**src/rtl/usb_tx_sequencer_if.sv**
```systemverilog
// Packet-request, payload-FIFO, serializer and EOP signals between the USB TX sequencer and its surroundings.
// master = sequencer side, slave = the environment (FIFO, serializer, line driver, packet requester).
interface usb_tx_sequencer_if #(
    parameter int LEN_W = 7
);
    logic             tx_start;
    logic [3:0]       tx_pid;
    logic             tx_data_pkt;
    logic [LEN_W-1:0] tx_len;
    logic [7:0]       fifo_data;
    logic             fifo_empty;
    logic             fifo_rd_en;
    logic [7:0]       ser_byte;
    logic             ser_valid;
    logic             ser_ready;
    logic             ser_last;
    logic             eop_req;
    logic             eop_ack;
    logic             tx_busy;
    logic             tx_done;
    logic             tx_err;

    modport master (
        input  tx_start, tx_pid, tx_data_pkt, tx_len, fifo_data, fifo_empty, ser_ready, eop_ack,
        output fifo_rd_en, ser_byte, ser_valid, ser_last, eop_req, tx_busy, tx_done, tx_err
    );

    modport slave (
        output tx_start, tx_pid, tx_data_pkt, tx_len, fifo_data, fifo_empty, ser_ready, eop_ack,
        input  fifo_rd_en, ser_byte, ser_valid, ser_last, eop_req, tx_busy, tx_done, tx_err
    );
endinterface

```
**src/rtl/usb_tx_sequencer.sv**
```systemverilog
// Builds USB packets (SYNC, PID, payload, CRC16, EOP) from a FWFT FIFO into a byte serializer; SYNC is valid the cycle after tx_start.
// Backpressure: bytes hold while ser_ready=0, payload stalls while the FIFO is empty; one idle cycle between PID and first payload byte.
module usb_tx_sequencer #(
    parameter int MAX_PAYLOAD = 64,
    parameter int LEN_W       = 7
) (
    input logic                clk,
    input logic                rst,
    usb_tx_sequencer_if.master bus
);
    typedef enum logic [2:0] {IDLE, SYNC, PID, DATA, CRC_LO, CRC_HI, EOP} state_t;

    localparam logic [LEN_W-1:0] MAX_LEN = LEN_W'(MAX_PAYLOAD);

    state_t           state, state_nxt;
    logic [7:0]       ser_byte_q;
    logic             ser_valid_q, ser_last_q, done_q, err_q;
    logic [3:0]       pid_q;
    logic             data_pkt_q, clamp_q;
    logic [LEN_W-1:0] len_q, cnt;
    logic [15:0]      crc;
    logic             load, drop, pop, fin, load_last;
    logic [7:0]       load_byte;
    logic             xfer, can_load;
    logic [LEN_W-1:0] len_clamped;

    // Reflected USB CRC16 (0x8005 bit-reversed), payload bits consumed LSB first.
    function automatic logic [15:0] crc16_byte(input logic [15:0] c_in, input logic [7:0] d);
        logic [15:0] c;
        c = c_in;
        for (int i = 0; i < 8; i++) begin
            if (c[0] ^ d[i]) c = (c >> 1) ^ 16'hA001;
            else             c = c >> 1;
        end
        return c;
    endfunction

    assign xfer        = ser_valid_q & bus.ser_ready;
    assign can_load    = ~ser_valid_q | bus.ser_ready;
    assign len_clamped = (bus.tx_len > MAX_LEN) ? MAX_LEN : bus.tx_len;

    always_ff @(posedge clk) begin
        if (rst) state <= IDLE;
        else     state <= state_nxt;
    end

    always_comb begin
        state_nxt = state;
        load      = 1'b0;
        load_byte = 8'h00;
        load_last = 1'b0;
        drop      = 1'b0;
        pop       = 1'b0;
        fin       = 1'b0;
        case (state)
            IDLE: if (bus.tx_start) begin
                load = 1'b1; load_byte = 8'h80; state_nxt = SYNC;
            end
            SYNC: if (xfer) begin
                load = 1'b1; load_byte = {~pid_q, pid_q}; load_last = ~data_pkt_q; state_nxt = PID;
            end
            PID: if (xfer) begin
                if (!data_pkt_q) begin
                    drop = 1'b1; state_nxt = EOP;
                end else if (len_q == '0) begin
                    load = 1'b1; load_byte = ~crc[7:0]; state_nxt = CRC_LO;
                end else begin
                    drop = 1'b1; state_nxt = DATA;
                end
            end
            DATA: if (can_load) begin
                // crc already includes the final payload byte once cnt reaches len_q
                if (cnt == len_q) begin
                    load = 1'b1; load_byte = ~crc[7:0]; state_nxt = CRC_LO;
                end else if (!bus.fifo_empty) begin
                    load = 1'b1; load_byte = bus.fifo_data; pop = 1'b1;
                end else begin
                    drop = 1'b1;
                end
            end
            CRC_LO: if (xfer) begin
                load = 1'b1; load_byte = ~crc[15:8]; load_last = 1'b1; state_nxt = CRC_HI;
            end
            CRC_HI: if (xfer) begin
                drop = 1'b1; state_nxt = EOP;
            end
            EOP: if (bus.eop_ack) begin
                fin = 1'b1; state_nxt = IDLE;
            end
            default: state_nxt = IDLE;
        endcase
    end

    always_ff @(posedge clk) begin
        if (rst) begin
            ser_byte_q  <= 8'h00;
            ser_valid_q <= 1'b0;
            ser_last_q  <= 1'b0;
            done_q      <= 1'b0;
            err_q       <= 1'b0;
            pid_q       <= 4'h0;
            data_pkt_q  <= 1'b0;
            clamp_q     <= 1'b0;
            len_q       <= '0;
            cnt         <= '0;
            crc         <= 16'hFFFF;
        end else begin
            done_q <= fin;
            err_q  <= fin & clamp_q;
            if (load) begin
                ser_byte_q  <= load_byte;
                ser_valid_q <= 1'b1;
                ser_last_q  <= load_last;
            end else if (drop) begin
                ser_valid_q <= 1'b0;
                ser_last_q  <= 1'b0;
            end
            if (state == IDLE && bus.tx_start) begin
                pid_q      <= bus.tx_pid;
                data_pkt_q <= bus.tx_data_pkt;
                len_q      <= len_clamped;
                clamp_q    <= bus.tx_data_pkt & (bus.tx_len > MAX_LEN);
                cnt        <= '0;
                crc        <= 16'hFFFF;
            end else if (pop) begin
                cnt <= cnt + LEN_W'(1);
                crc <= crc16_byte(crc, bus.fifo_data);
            end
        end
    end

    // The pop strobe is gated by rst so a reset mid-payload never consumes a FIFO byte.
    assign bus.fifo_rd_en = pop & ~rst;
    assign bus.ser_byte   = ser_byte_q;
    assign bus.ser_valid  = ser_valid_q;
    assign bus.ser_last   = ser_last_q;
    assign bus.eop_req    = (state == EOP);
    assign bus.tx_busy    = (state != IDLE);
    assign bus.tx_done    = done_q;
    assign bus.tx_err     = err_q;
endmodule
```
**src/flat_wrapper.sv**
```systemverilog
// flat-port wrapper written by rule: the top's interface ports become plain ports
module usb_tx_sequencer_flat 
#(
    parameter int MAX_PAYLOAD = 64,
    parameter int LEN_W       = 7
)
  (clk, rst, bus_tx_start, bus_tx_pid, bus_tx_data_pkt, bus_tx_len, bus_fifo_data, bus_fifo_empty, bus_ser_ready, bus_eop_ack, bus_fifo_rd_en, bus_ser_byte, bus_ser_valid, bus_ser_last, bus_eop_req, bus_tx_busy, bus_tx_done, bus_tx_err);
  usb_tx_sequencer_if #(.LEN_W(LEN_W)) bus_i ();
  input logic clk;
  input logic rst;
  input wire logic [$bits(bus_i.tx_start)-1:0] bus_tx_start;
  input wire logic [$bits(bus_i.tx_pid)-1:0] bus_tx_pid;
  input wire logic [$bits(bus_i.tx_data_pkt)-1:0] bus_tx_data_pkt;
  input wire logic [$bits(bus_i.tx_len)-1:0] bus_tx_len;
  input wire logic [$bits(bus_i.fifo_data)-1:0] bus_fifo_data;
  input wire logic [$bits(bus_i.fifo_empty)-1:0] bus_fifo_empty;
  input wire logic [$bits(bus_i.ser_ready)-1:0] bus_ser_ready;
  input wire logic [$bits(bus_i.eop_ack)-1:0] bus_eop_ack;
  output wire logic [$bits(bus_i.fifo_rd_en)-1:0] bus_fifo_rd_en;
  output wire logic [$bits(bus_i.ser_byte)-1:0] bus_ser_byte;
  output wire logic [$bits(bus_i.ser_valid)-1:0] bus_ser_valid;
  output wire logic [$bits(bus_i.ser_last)-1:0] bus_ser_last;
  output wire logic [$bits(bus_i.eop_req)-1:0] bus_eop_req;
  output wire logic [$bits(bus_i.tx_busy)-1:0] bus_tx_busy;
  output wire logic [$bits(bus_i.tx_done)-1:0] bus_tx_done;
  output wire logic [$bits(bus_i.tx_err)-1:0] bus_tx_err;
  assign bus_i.tx_start = bus_tx_start;
  assign bus_i.tx_pid = bus_tx_pid;
  assign bus_i.tx_data_pkt = bus_tx_data_pkt;
  assign bus_i.tx_len = bus_tx_len;
  assign bus_i.fifo_data = bus_fifo_data;
  assign bus_i.fifo_empty = bus_fifo_empty;
  assign bus_i.ser_ready = bus_ser_ready;
  assign bus_i.eop_ack = bus_eop_ack;
  assign bus_fifo_rd_en = bus_i.fifo_rd_en;
  assign bus_ser_byte = bus_i.ser_byte;
  assign bus_ser_valid = bus_i.ser_valid;
  assign bus_ser_last = bus_i.ser_last;
  assign bus_eop_req = bus_i.eop_req;
  assign bus_tx_busy = bus_i.tx_busy;
  assign bus_tx_done = bus_i.tx_done;
  assign bus_tx_err = bus_i.tx_err;
  usb_tx_sequencer #(.MAX_PAYLOAD(MAX_PAYLOAD), .LEN_W(LEN_W)) u_core (.clk(clk), .rst(rst), .bus(bus_i));
endmodule
```
**config.mk**
```make
export PLATFORM = sky130hd
export DESIGN_NAME = usb_tx_sequencer_flat
export DESIGN_NICKNAME = d
export VERILOG_FILES = /design/src/rtl/usb_tx_sequencer_if.sv /design/src/rtl/usb_tx_sequencer.sv /design/src/flat_wrapper.sv
export SDC_FILE = /design/constraint.sdc
export NUM_CORES = 1
export LEC_CHECK = 0
export ABC_AREA = 0
export ABC_CLOCK_PERIOD_IN_PS = 4200
export CAP_MARGIN = 20
export CORE_MARGIN = 4
export CORE_UTILIZATION = 39
export CTS_BUF_LIST = sky130_fd_sc_hd__clkbuf_4 sky130_fd_sc_hd__clkbuf_8 sky130_fd_sc_hd__clkbuf_16
export DETAILED_ROUTE_END_ITERATION = 8
export DONT_BUFFER_PORTS = 1
export HOLD_SLACK_MARGIN = 0.15
export SLEW_MARGIN = 20
export SYNTH_ARGS = -nofsm -noshare
export SYNTH_HDL_FRONTEND = slang
export SYNTH_SLANG_ARGS = --single-unit
export TNS_END_PERCENT = 50
```
**constraint.sdc**
```tcl
create_clock -name clk -period 4.2 [get_ports clk]
set_clock_uncertainty 0.05 [all_clocks]
set_input_delay 0.42 -clock clk [delete_from_list [all_inputs] [get_ports clk]]
set_output_delay 0.42 -clock clk [all_outputs]
set_load 0.05 [all_outputs]
```
# Yosys cells after proc, flatten, opt, wreduce, memory -nomap -nowiden
# Cells that the tools add are included.
# word_totals
register_bits	51
input_bits	26
out_inout_bits	15
wordCells	141
# op_classes
add_sub_neg	1
magnitude_cmp	1
n_eq_ne	15
n_mux	77
bitwise_logic	27
n_reduce_logical	8
# op_table
cell	n
two-way mux 16 bit	29
two-way mux 8 bit	9
one-hot mux 8 bit (5 select lines)	1
two-way mux 3 bit	10
inverter 2 -> 3 bit	8
two-way mux 1 bit	23
one-hot mux 3 bit (7 select lines)	1
inverter 8 bit	2
inequality test 2 x 1 -> 1 bit (second input constant)	6
equality test 3 bit (second input constant)	3
AND reduction 8 bit	1
bitwise XOR 1 bit	8
adder 7 x 1 -> 7 bit (second input constant)	1
equality test 7 bit	1
> comparator 7 bit (second input constant)	1
logical NOT 7 bit	1
two-way mux 7 bit	1
equality test 3 x 2 -> 1 bit (second input constant)	2
bitwise AND 1 bit	4
inequality test 2 bit (second input constant)	2
inverter 4 bit	1
one-hot mux 1 bit (4 select lines)	1
OR reduction 2 bit	2
equality test 3 x 1 -> 1 bit (second input constant)	1
other kinds (8)	10

# Longest topological paths before layout
# logic_depth
word_depth	39
ltp_mapped	8

# Least setup slack after synthesis
# Ideal clock, no wire load.
# synth_timing
path_kind	register to output
start	register u_core.ser_valid_q (netlist: u_core.bus.ser_valid)
end	output bus_fifo_rd_en
t_arrival_ns	1.758
slack_ns	1.972
path_stages_with_launch	5
path_buffers	0
path_cell_list	dfxtp_1 -> nor2b_1 -> nor3_2 -> o21ai_1 -> nor2_1
# synth_between
elab_chain_cells	5
# synth_lines
item	line_no	rtl
start, declared	usb_tx_sequencer.sv:17	logic ser_valid_q, ser_last_q, done_q, err_q;
start signal, assigned	usb_tx_sequencer.sv:97	ser_valid_q <= 1'b0;
start signal, assigned	usb_tx_sequencer.sv:112	ser_valid_q <= 1'b1;
start signal, assigned	usb_tx_sequencer.sv:115	ser_valid_q <= 1'b0;
inverter 1 bit	usb_tx_sequencer.sv:39	assign can_load = ~ser_valid_q | bus.ser_ready;
OR 1 bit	usb_tx_sequencer.sv:39	
two-way mux 1 bit	usb_tx_sequencer.sv:71	DATA: if (can_load) begin
two-way mux 1 bit	usb_tx_sequencer.sv:55	case (state)
bitwise AND 1 bit	usb_tx_sequencer.sv:133	assign bus.fifo_rd_en = pop & ~rst;
end, declared	flat_wrapper.sv:19	output wire logic [$bits(bus_i.fifo_rd_en)-1:0] bus_fifo_rd_en;
# Every way passes these cells.

# Final worst setup path
# Ends and elaborated chain as after synthesis.

==> results.toml <==
[run_status]
status = "complete, no violations"

[clock_tree]
cts_buffers = 5
clkSlewWorstSetupHoldPaths_ns = 0.09
clkSinkCount = 51
htreeDepth = 2
clockRootBuffer = "clkbuf_8"
clockBufferDepth = 2
cts_tree = "built"
clk_latency_ns = 0.31
cts_setup_buffers = 0

[route]
vias = 2189
drc = 0
viasPerCell = 5.75
firstDrtPassIters = 4
drt-total-wl_um = 6580
ant_nets = 0
wl_per_cell_um = 17.3
drt-initial-drc-count = 189

[critical_path]
critical_path_buf_inv_count = 1
setup.worst_path.start_class = "flop"
cp_data_required_time_ns = 3.73
worstReg2RegStart = "u_core.bus.ser_valid$_SDFFE_PP0P_"
crit_type = "flop to output port"
crit_family = "simple AND/OR/NAND/NOR gates"
cpPeakStageDelay_ns = 0.75
cp_slowest_cell = "nor2_1"
crit_chain = "nor2b_1, nor3_2, o21ai_1, buf_4, nor2_1"
path_max_fanout = 24
worst_setup_path_end_kind = "output port"
r2r_slack_ns = 1.75
worst_ep_arrival_time_ns = 2.42
startpoint = "u_core.bus.ser_valid$_SDFFE_PP0P_"

[timing]
max_freq_mhz = 346
period_needed_ns = 2.89
period_share_pct = 68.9
slew_violations = 0
rsz0062_at_grt = "false"
setup_ws_ns = 1.31
hold_viol_final = 0
setup_viol = 0
worst_pin_slew_ns = 0.967
relSlewSlack_pct = 35.3
setup-tns-final_ns = 0

[global_route]
grt_pass1_vias = 2097
grt_max_degree = 25
gr-total-overflow = 0
grt_pass1_wl_um = 10900
antenna_found_initial = 0
grt_usage_pct = 16.2

[place]
place_area_um2 = 2720
io_buffer_count = 0
place_ws_ns = 1.63
dp_hpwl_um = 4870
globalplace.congestion = 0.786

[finish]
drive_gt1_share_pct = 8.22
final_nets = 330
final_cell_mix = "dfxtp_1 (51), nand2_1 (44), a21oi_1 (25), xnor2_1 (20), nor2_1 (14)"
final_util_pct = 43.9
area_growth_syn_to_layout_pct = 6.45
finalInstanceArea_um2 = 2850
antenna_cells = 0
layout_commonest_cell = "dfxtp_1"

[power_and_ir_drop]
leakagePower_nw = 1.08
power.density_nw_per_um2 = 510
ir_drop_mv = 0.189
total_power_mw = 1.45

[synth]
yosysWarnings = 0
ys_seq_area_share_pct = 38.1
synth-edff-count = 0
ys_top_cells_by_area = "dfxtp_1 (38%), xnor2_1 (6.5%), nand2_1 (6.2%)"
syn-mean-instance-area_um2 = 8.64
synth-seq-cells = 51
synth_top_area_share_pct = 38.1
synth_top_area_cell = "dfxtp_1"
syn-num-nets = 337
async_reset_ff_share_pct = 0
netlist_instances = 310
yosysUniqueCellTypes = 54
synth_ff_type = "dfxtp_1"
syn_area_um2 = 2680

[floorplan]
dieHeight_um = 90.9
rows = 29
core_um2 = 6490
die_x_um = 90.9
die-area_um2 = 8260
ioPinCount = 41
initial_core_util_pct = 41.2

[hold_path]
hp-start = "bus_tx_len[3]"
hold_class = "primary input to flop"

[job]
drv_cap = 0
[final timing paths]
kind / to / cells past startpoint
max: bus_fifo_rd_en / 5
min: u_core.len_q[3]$_SDFFE_PP0P_ / 1
max reg2reg: u_core.crc[15]$_SDFFE_PP1P_ / 6
min reg2reg: u_core.clamp_q$_SDFFE_PP0P_ / 2
[cell usage after synthesis (3+ instances only)]
cell type / number
o21bai_1: 7
nor2_1: 14
nand2_1: 44
and2_1: 4
nand2b_1: 4
nor3_1: 7
a31oi_1: 3
a22o_1: 3
o22ai_1: 3
clkbuf_1: 10
xor2_1: 7
nand3_1: 11
buf_2: 8
nand3b_1: 5
o211ai_1: 9
or3_1: 4
dfxtp_1: 51
a311oi_1: 8
nor2b_1: 3
a221oi_1: 4
inv_1: 5
a21oi_1: 25
xnor2_1: 20
o21ai_0: 6
a211oi_1: 9
[per-layer routing]
layer  share of wire [%]  GRT usage (%)
met4                 1.4           5.28
met1                  48           21.7
met5                   0              0
met2                  45           25.8
met3                 5.2           3.67
[registers in the layout, indices dropped and copies added (netlist names)]
| name | cells |
|---|---|
| u_core.len_q | 7 |
| u_core.cnt | 7 |
| u_core.bus.tx_done | 1 |
| u_core.bus.tx_err | 1 |
| u_core.bus.ser_last | 1 |
| u_core.clamp_q | 1 |
| u_core.crc | 16 |
| u_core.state | 3 |
| u_core.bus.ser_valid | 1 |
| u_core.bus.ser_byte | 8 |
| u_core.pid_q | 4 |
| u_core.data_pkt_q | 1 |
[repair_timing]
action	CTS	global route
setup endpoints to repair	0	0
resized for setup	0	0
hold buffers	1	0
hold endpoints to repair	23	0
[cell type report]
cell class / count / area [um^2]
Clock buffer: 6 / 82.6
Clock inverter: 2 / 35.0
Fill cell: 642 / 3640
Inverter: 5 / 18.8
Multi-Input combinational cell: 235 / 1560
Sequential cell: 51 / 1020
Tap cell: 77 / 96.3
Timing Repair Buffer: 5 / 40.0
[logic make-up after synthesis]
family / synth area share (%)
simple gates: 20.6
mux: 0.421
flops: 38.1
xor+xnor: 12.6
buf+inv: 3.74
compound gates: 24.0
fa+ha+maj: 0.467
[power breakdown]
part / internal, mW / total, mW / switching [mW]
registers: 0.537 / 0.694 / 0.156
logic: 0.153 / 0.398 / 0.245
clock network: 0.193 / 0.361 / 0.168
total: 0.883 / 1.45 / 0.569
[through the flow]
step	instances	hold WS (ns)
after floorplan	310	0.377
after global placement	371	0.394
after detailed placement	372	0.399
after global routing	381	0.179
after CTS	381	0.172
final	381	0.182
(Power assumes the default switching activity.)
